## src/rtl/uart_sample_packer.sv

```systemverilog
// Packs UART byte pairs (low byte first) into 16-bit samples and writes a frame of N_SAMPLES to the FFT sample RAM.
// Latency: high-byte strobe to RAM write strobe is 1 clock; frame-ready follows the last write by 1 clock.
// Backpressure: none toward the receiver; bytes arriving while a full frame is held are dropped and flagged as overrun.
module uart_sample_packer #(
    parameter int N_SAMPLES = 64,
    parameter int ADDR_W    = 6,
    parameter int GAP_TICKS = 5000
) (
    input  logic              i_clk,
    input  logic              i_rst_n,
    input  logic              i_rx_flag,
    input  logic [7:0]        i_rx_byte,
    output logic              o_wr_en,
    output logic [ADDR_W-1:0] o_wr_addr,
    output logic [15:0]       o_wr_data,
    output logic              o_frame_ready,
    input  logic              i_frame_ack,
    output logic              o_overrun
);

    localparam int                GAP_W    = $clog2(GAP_TICKS);
    localparam logic [GAP_W-1:0]  GAP_LAST = GAP_W'(GAP_TICKS - 1);
    localparam logic [ADDR_W-1:0] IDX_LAST = ADDR_W'(N_SAMPLES - 1);

    typedef enum logic [1:0] {
        s_LOW  = 2'd0,
        s_HIGH = 2'd1,
        s_FULL = 2'd2
    } state_t;

    state_t            state;
    logic [ADDR_W-1:0] idx;
    logic [7:0]        low_byte;
    logic [GAP_W-1:0]  gap_cnt;

    always_ff @(posedge i_clk or negedge i_rst_n) begin
        if (!i_rst_n) begin
            state         <= s_LOW;
            idx           <= '0;
            low_byte      <= '0;
            gap_cnt       <= '0;
            o_wr_en       <= 1'b0;
            o_wr_addr     <= '0;
            o_wr_data     <= '0;
            o_frame_ready <= 1'b0;
            o_overrun     <= 1'b0;
        end else begin
            o_wr_en <= 1'b0;
            case (state)
                s_LOW: begin
                    if (i_rx_flag) begin
                        low_byte <= i_rx_byte;
                        gap_cnt  <= '0;
                        state    <= s_HIGH;
                    end
                end
                s_HIGH: begin
                    // A flag on the timeout cycle still completes the pair.
                    if (i_rx_flag) begin
                        o_wr_en   <= 1'b1;
                        o_wr_addr <= idx;
                        o_wr_data <= {i_rx_byte, low_byte};
                        if (idx == IDX_LAST) begin
                            state <= s_FULL;
                        end else begin
                            idx   <= idx + 1'b1;
                            state <= s_LOW;
                        end
                    end else if (gap_cnt == GAP_LAST) begin
                        state <= s_LOW;
                    end else begin
                        gap_cnt <= gap_cnt + 1'b1;
                    end
                end
                s_FULL: begin
                    // The index stays at the last address until the frame is released.
                    if (i_frame_ack) begin
                        o_frame_ready <= 1'b0;
                        o_overrun     <= 1'b0;
                        idx           <= '0;
                        state         <= s_LOW;
                    end else begin
                        o_frame_ready <= 1'b1;
                        if (i_rx_flag) begin
                            o_overrun <= 1'b1;
                        end
                    end
                end
                default: state <= s_LOW;
            endcase
        end
    end

endmodule

```

## config.mk

```make
export PLATFORM = sky130hd
export DESIGN_NAME = uart_sample_packer
export DESIGN_NICKNAME = d
export VERILOG_FILES = /design/src/rtl/uart_sample_packer.sv
export SDC_FILE = /design/constraint.sdc
export NUM_CORES = 1
export LEC_CHECK = 0
export BUFFER_PORTS_ARGS = -buffer_cell sky130_fd_sc_hd__buf_2
export CAP_MARGIN = 20
export CORE_MARGIN = 2
export CORE_UTILIZATION = 40
export CTS_CLUSTER_DIAMETER = 40
export DETAILED_ROUTE_END_ITERATION = 12
export GPL_TIMING_DRIVEN = 0
export HOLD_SLACK_MARGIN = 0.05
export PLACE_DENSITY_LB_ADDON = 0.1
export SLEW_MARGIN = 20
export SYNTH_ARGS = -nofsm -noshare
export SYNTH_HDL_FRONTEND = slang
export SYNTH_SLANG_ARGS = --single-unit
```

## constraint.sdc

```tcl
create_clock -name i_clk -period 2.15 [get_ports i_clk]
set_clock_uncertainty 0.05 [all_clocks]
set_input_delay 0.1075 -clock i_clk [delete_from_list [all_inputs] [get_ports i_clk]]
set_output_delay 0.1075 -clock i_clk [all_outputs]
set_load 0.02 [all_outputs]
```

==> flow_metrics.env, run 1 <==
export IMPL_leakage_uw=0.00148
export IMPL_total_power_uw=3400
export IMPL_layout_common_cells="nand2_1, dfrtp_1, buf_2"
export IMPL_cap_violations=0
export IMPL_clk_latency_ns=0.31
export IMPL_root_buffer="clkbuf_8"
export IMPL_finalSetupTns_ns=0
export IMPL_slew_viol_final=0
export IMPL_die_area_um2=6940
export IMPL_initial_core_util_pct=42.0
export IMPL_ys_seq_elements=54
export IMPL_required_ns=2.34
export IMPL_sw_frac_of_total_pct=41.1
export IMPL_grt_pass1_vias=2014
export IMPL_dieWidth_um=83.3
export IMPL_layout_commonest_cell="nand2_1"
export IMPL_pwr_share_clk_pct=16.7
export IMPL_synthesis_nets=285
export IMPL_finalHoldViolations=0
export IMPL_max_slew_margin_pct=54.4
export IMPL_hold_class="input port to flop"
export IMPL_utilization_pct=49.6
export IMPL_cts_resized=0
export IMPL_cts_inserted_buffers=5
export IMPL_cts_sinks=54
export IMPL_worst_pin_slew_ns=0.684
export IMPL_worstSetupPathType="flop to flop"
export IMPL_fin_hold_ws_ns=0.158
export IMPL_r2r_start="gap_cnt[0]"
export IMPL_cellInternalPower_uw=2000
export IMPL_clockBufferDepth=2
export IMPL_drive_gt1_share_pct=19.2
export IMPL_finalWeightedCongestion=0.857
export IMPL_rsz0062_at_grt="false"
export IMPL_antenna_found_initial=0
export IMPL_p_switching_uw=1400
export IMPL_clkSlewWorstSetupHoldPaths_ns=0.10
export IMPL_io_pins=37
export IMPL_final_nets=337
export IMPL_seq_area_frac_synth_pct=53.7
export IMPL_diodes=0
export IMPL_synthCells=271
export IMPL_post_route_drc_count=0
export IMPL_min_path_cells=3
export IMPL_hold_path_startpoint="i_rx_flag"
export IMPL_rows=28
export IMPL_drtAntennaViolNets=0
export IMPL_fmax_mhz=531
export IMPL_grt_ovfl_total=0
export IMPL_grtUsageTotal_pct=17.0
export IMPL_ys_async_sr_fraction_pct=100
export IMPL_grt_pass1_wl_mm=9.62
export IMPL_yosysUniqueCellTypes=44
export IMPL_setup_viol=0
export IMPL_min_to="o_overrun"
export IMPL_worstReg2RegEnd="gap_cnt[7]"
export IMPL_routed_wl_mm=5.55
export IMPL_yosysWarnings=0
export IMPL_finalCriticalPeriod_ns=1.88
export IMPL_post_place_ws_ns=0.279
export IMPL_core_um2=5990
export IMPL_synthesis_area_um2=2520
export IMPL_r2r_cells=6
export IMPL_htreeDepth=2
export IMPL_setup_ws_ns=0.267
export IMPL_status="finished clean"
export IMPL_synth_edf_count=0
export IMPL_cts_setup_buffers=0
export IMPL_wl_met2_mm=2.57
export IMPL_cts_tree="built"
export IMPL_reg2reg_setup_slack_ns=0.27
export IMPL_cts_hold_buffers=10
export IMPL_crit_path_start_kind="flop"
export IMPL_hpwl_mm=3.79
export IMPL_highest_layer="met4"
export IMPL_avgSynthCellArea_um2=9.28
export IMPL_portBuffers=35
export IMPL_ir_worst_vdd_mv=0.637
export IMPL_synthFlopType="dfrtp_1"
export IMPL_fp_dieH_um=83.3
export IMPL_vias_per_cell=5.03
export IMPL_wl_met3_um=168
export IMPL_critPathCaptureType="flop"
export IMPL_vias=2003
export IMPL_wire_per_inst_um=13.9
export IMPL_power_density_nw_per_um2=1150
export IMPL_area_delta_synth_final_pct=18.1
export IMPL_grt_max_degree=55
export IMPL_drt_met1_wl_mm=2.76
export IMPL_p_comb_share_pct=37.5
export IMPL_p_seq_share_pct=45.8
export IMPL_fin_crit_sh_pct=87.6
export IMPL_firstDrtPassIters=4
export IMPL_crit_arrival_ns=2.08
export IMPL_crit_fanout=7
export IMPL_drt_initial_drc_count=64
cell families (layout without fill, tap and decap cells):
kind of cell / Yosys count / in the layout / share of synthesized area, %
DFF: 54 / 54 / 53.7
AOI/OAI and AO/OA: 32 / 32 / 8.55
muxes: 6 / 6 / 2.39
and+or+nand+nor: 158 / 158 / 30.7
xor gates and xnor gates: 2 / 2 / 0.696
buffers and inverters: 17 / 69 / 2.98
adders and majority gates: 2 / 2 / 0.994
through the flow:
stage	cell area, um2	cells
after global placement	2790	381
after floorplan	2520	271
final	2970	398
after detailed placement	2790	381
after global routing	2970	398
after CTS	2970	398
final cells by class:
class,instances,area [um2]
Tap cell,75,93.8
Fill cell,583,3020
Sequential cell,54,1350
Timing Repair Buffer,45,278
Clock inverter,2,13.8
Clock buffer,5,68.8
Buffer,11,52.6
Inverter,6,22.5
Multi-Input combinational cell,200,1090
layer usage:
metal	GRT usage, %	up-vias
met5	0	-
met4	5.07	0
met3	3.88	4
met2	26.9	27
met1	23.3	950
li1	-	1022
cell usage after synthesis (3+ instances only):
cell / n / area, um2
nand3b_1: 3 / 22.5
dfrtp_1: 54 / 1350
inv_1: 3 / 11.3
a21oi_1: 4 / 20.0
and3_1: 5 / 31.3
nor2_1: 3 / 11.3
a31o_1: 3 / 26.3
clkbuf_1: 6 / 22.5
mux2i_1: 6 / 60.1
inv_2: 3 / 11.3
o21ai_1: 3 / 15.0
nand2b_1: 5 / 31.3
a31oi_1: 7 / 43.8
nor4_1: 3 / 18.8
buf_2: 3 / 15.0
nand4_1: 4 / 25.0
nor3_1: 4 / 20.0
o21ai_0: 7 / 35.0
nand2_1: 109 / 409
nand3_1: 8 / 40.0
worst max-delay path, cell delays in order, from the launching register on:
cell,delay (ns)
dfrtp_1,0.44
ha_1,0.28
and4_4,0.23
and4_1,0.18
buf_6,0.13
nor4_2,0.30
mux2i_1,0.21
worst max-delay path by stage:
stage / start / to / slack, ns / depth (start not counted)
floorplan: gap_cnt[0] / gap_cnt[7] / 0.40 / 6
detailed placement: gap_cnt[0] / gap_cnt[7] / 0.28 / 6
CTS: gap_cnt[0] / gap_cnt[7] / 0.25 / 6
global placement: gap_cnt[0] / gap_cnt[7] / 0.27 / 6
global route: gap_cnt[0] / gap_cnt[7] / 0.15 / 6
finish: gap_cnt[0] / gap_cnt[7] / 0.27 / 6
power groups by stage:
stage | sequential (uW) | combinational, uW | clock (uW)
3_3_place_gp | 1580 | 1260 | 0
3_5_place_dp | 1580 | 1280 | 0
6_report | 1560 | 1270 | 569
5_1_grt | 1610 | 1430 | 621
2_1_floorplan | 1780 | 643 | 0
4_1_cts | 1560 | 1300 | 590
state kept, by name, summed over array words and instances (netlist names):
signal and cells:
o_wr_en 1, o_wr_data 16, gap_cnt 13, state 2, o_overrun 1, low_byte 8, o_wr_addr 6, idx 6
o_frame_ready 1
No activity file was read; power rests on OpenSTA's default activity.
==> run 2: changes to the inputs <==
- BUFFER_PORTS_ARGS: -buffer_cell sky130_fd_sc_hd__buf_2 -> -buffer_cell sky130_fd_sc_hd__clkbuf_2
==> run 2 against run 1 <==
Against the previous run:
- flip-flop and latch count unchanged
- hold slack worse by 0.00078 ns
- non-clock buffer count up 1
- critical path type unchanged
- critical endpoint unchanged
- highest routed layer unchanged
==> flow_metrics.env, run 2 (synthesized netlist as in run 1, its figures left out) <==
export IMPL_power_density_nw_per_um2=1180
export IMPL_cap_violations=0
export IMPL_post_route_drc_count=0
export IMPL_finalWeightedCongestion=0.857
export IMPL_hpwl_mm=3.93
export IMPL_layout_commonest_cell="nand2_1"
export IMPL_leakage_uw=0.00150
export IMPL_required_ns=2.34
export IMPL_largest_registers="o_wr_data x16, gap_cnt x13, low_byte x8"
export IMPL_clockBufferDepth=2
export IMPL_io_pins=37
export IMPL_cts_setup_buffers=0
export IMPL_min_to="o_overrun"
export IMPL_reg2reg_setup_slack_ns=0.26
export IMPL_antenna_found_initial=0
export IMPL_core_um2=5990
export IMPL_hold_class="input port to flop"
export IMPL_worstSetupPathType="flop to flop"
export IMPL_fin_crit_sh_pct=88.0
export IMPL_grt_pass1_wl_mm=10.1
export IMPL_rows=28
export IMPL_min_path_cells=3
export IMPL_firstDrtPassIters=4
export IMPL_grtUsageTotal_pct=17.5
export IMPL_hold_path_startpoint="i_rx_flag"
export IMPL_cts_tree="built"
export IMPL_drive_gt1_share_pct=19.7
export IMPL_vias=2086
export IMPL_r2r_cells=6
export IMPL_largest_reg_flops=16
export IMPL_clk_latency_ns=0.31
export IMPL_htreeDepth=2
export IMPL_diodes=0
export IMPL_crit_arrival_ns=2.09
export IMPL_rsz0062_at_grt="false"
export IMPL_layout_common_cells="nand2_1, dfrtp_1, clkbuf_2"
export IMPL_worstReg2RegEnd="gap_cnt[7]"
export IMPL_critPathCaptureType="flop"
export IMPL_die_area_um2=6940
export IMPL_drtAntennaViolNets=0
export IMPL_finalSetupTns_ns=0
export IMPL_area_delta_synth_final_pct=20.2
export IMPL_finalHoldViolations=0
export IMPL_status="finished clean"
export IMPL_drt_initial_drc_count=103
export IMPL_setup_viol=0
export IMPL_crit_fanout=7
export IMPL_wire_per_inst_um=14.1
export IMPL_top_register="o_wr_data"
export IMPL_ir_worst_vdd_mv=0.601
export IMPL_routed_wl_mm=5.63
export IMPL_r2r_start="gap_cnt[0]"
export IMPL_dieWidth_um=83.3
export IMPL_crit_path_start_kind="flop"
export IMPL_fmax_mhz=528
export IMPL_root_buffer="clkbuf_8"
export IMPL_slew_viol_final=0
export IMPL_grt_max_degree=30
export IMPL_vias_per_cell=5.22
export IMPL_grt_pass1_vias=2092
export IMPL_max_slew_margin_pct=66.2
export IMPL_final_nets=338
export IMPL_worst_pin_slew_ns=0.507
export IMPL_initial_core_util_pct=42.0
export IMPL_fin_hold_ws_ns=0.157
export IMPL_clkSlewWorstSetupHoldPaths_ns=0.10
export IMPL_grt_ovfl_total=0
export IMPL_portBuffers=35
export IMPL_cts_inserted_buffers=5
export IMPL_fp_dieH_um=83.3
export IMPL_cts_sinks=54
export IMPL_finalCriticalPeriod_ns=1.89
-- run 2: per-layer routing --
layer	up-vias	share of wire, %	GRT usage [%]
met3	7	4.2	3.28
met1	1002	47	23.5
li1	1029	-	-
met5	-	0	0
met2	48	47	28.7
met4	0	1.2	5.51
-- run 2: worst max-delay path by stage --
stage	to	slack, ns	cells past startpoint	startpoint
3_5_place_dp	gap_cnt[7]	0.27	6	gap_cnt[0]
5_1_grt	gap_cnt[7]	0.14	6	gap_cnt[0]
2_1_floorplan	gap_cnt[7]	0.40	6	gap_cnt[0]
3_3_place_gp	gap_cnt[7]	0.27	6	gap_cnt[0]
6_report	gap_cnt[7]	0.26	6	gap_cnt[0]
4_1_cts	gap_cnt[7]	0.26	6	gap_cnt[0]
-- run 2: final cells by class --
| type | count | area, um2 |
|---|---|---|
| flip-flops and latches | 54 | 1350 |
| well taps | 75 | 93.8 |
| clock buffers | 5 | 68.8 |
| clock inverters | 3 | 47.5 |
| inverters | 6 | 22.5 |
| fillers | 596 | 2970 |
| repair buffers | 46 | 298 |
| plain buffers | 11 | 52.6 |
| multi-input cells | 200 | 1090 |
-- run 2: critical path, cell delays in order, from the launching register on --
cell     delay [ns]
dfrtp_1        0.43
ha_1           0.28
and4_4         0.23
and4_1         0.18
buf_6          0.14
nor4_2         0.30
mux2i_1        0.21
-- run 2: timing repair --
action	4_1_cts	5_1_grt
setup endpoints to repair	0	0
hold endpoints to repair	73	0
hold buffers	10	0
gates resized for setup	0	0
-- run 2: per-stage QoR --
| stage | instances | instance area (um2) | util [%] | total power [uW] | setup slack, ns |
|---|---|---|---|---|---|
| floorplan | 271 | 2520 | - | 2420 | 0.395 |
| global placement | 381 | 2790 | 46.5 | 2830 | 0.272 |
| detailed placement | 382 | 2810 | 46.9 | 2870 | 0.272 |
| CTS | 400 | 3020 | 50.5 | 3600 | 0.258 |
| global route | 400 | 3020 | 50.5 | 3830 | 0.139 |
| finish | 400 | 3020 | 50.5 | 3560 | 0.257 |
-- run 2: power breakdown --
part	internal (uW)	total [uW]	switching [uW]
combinational	427	1270	847
clock	354	720	366
sequential	1350	1570	218
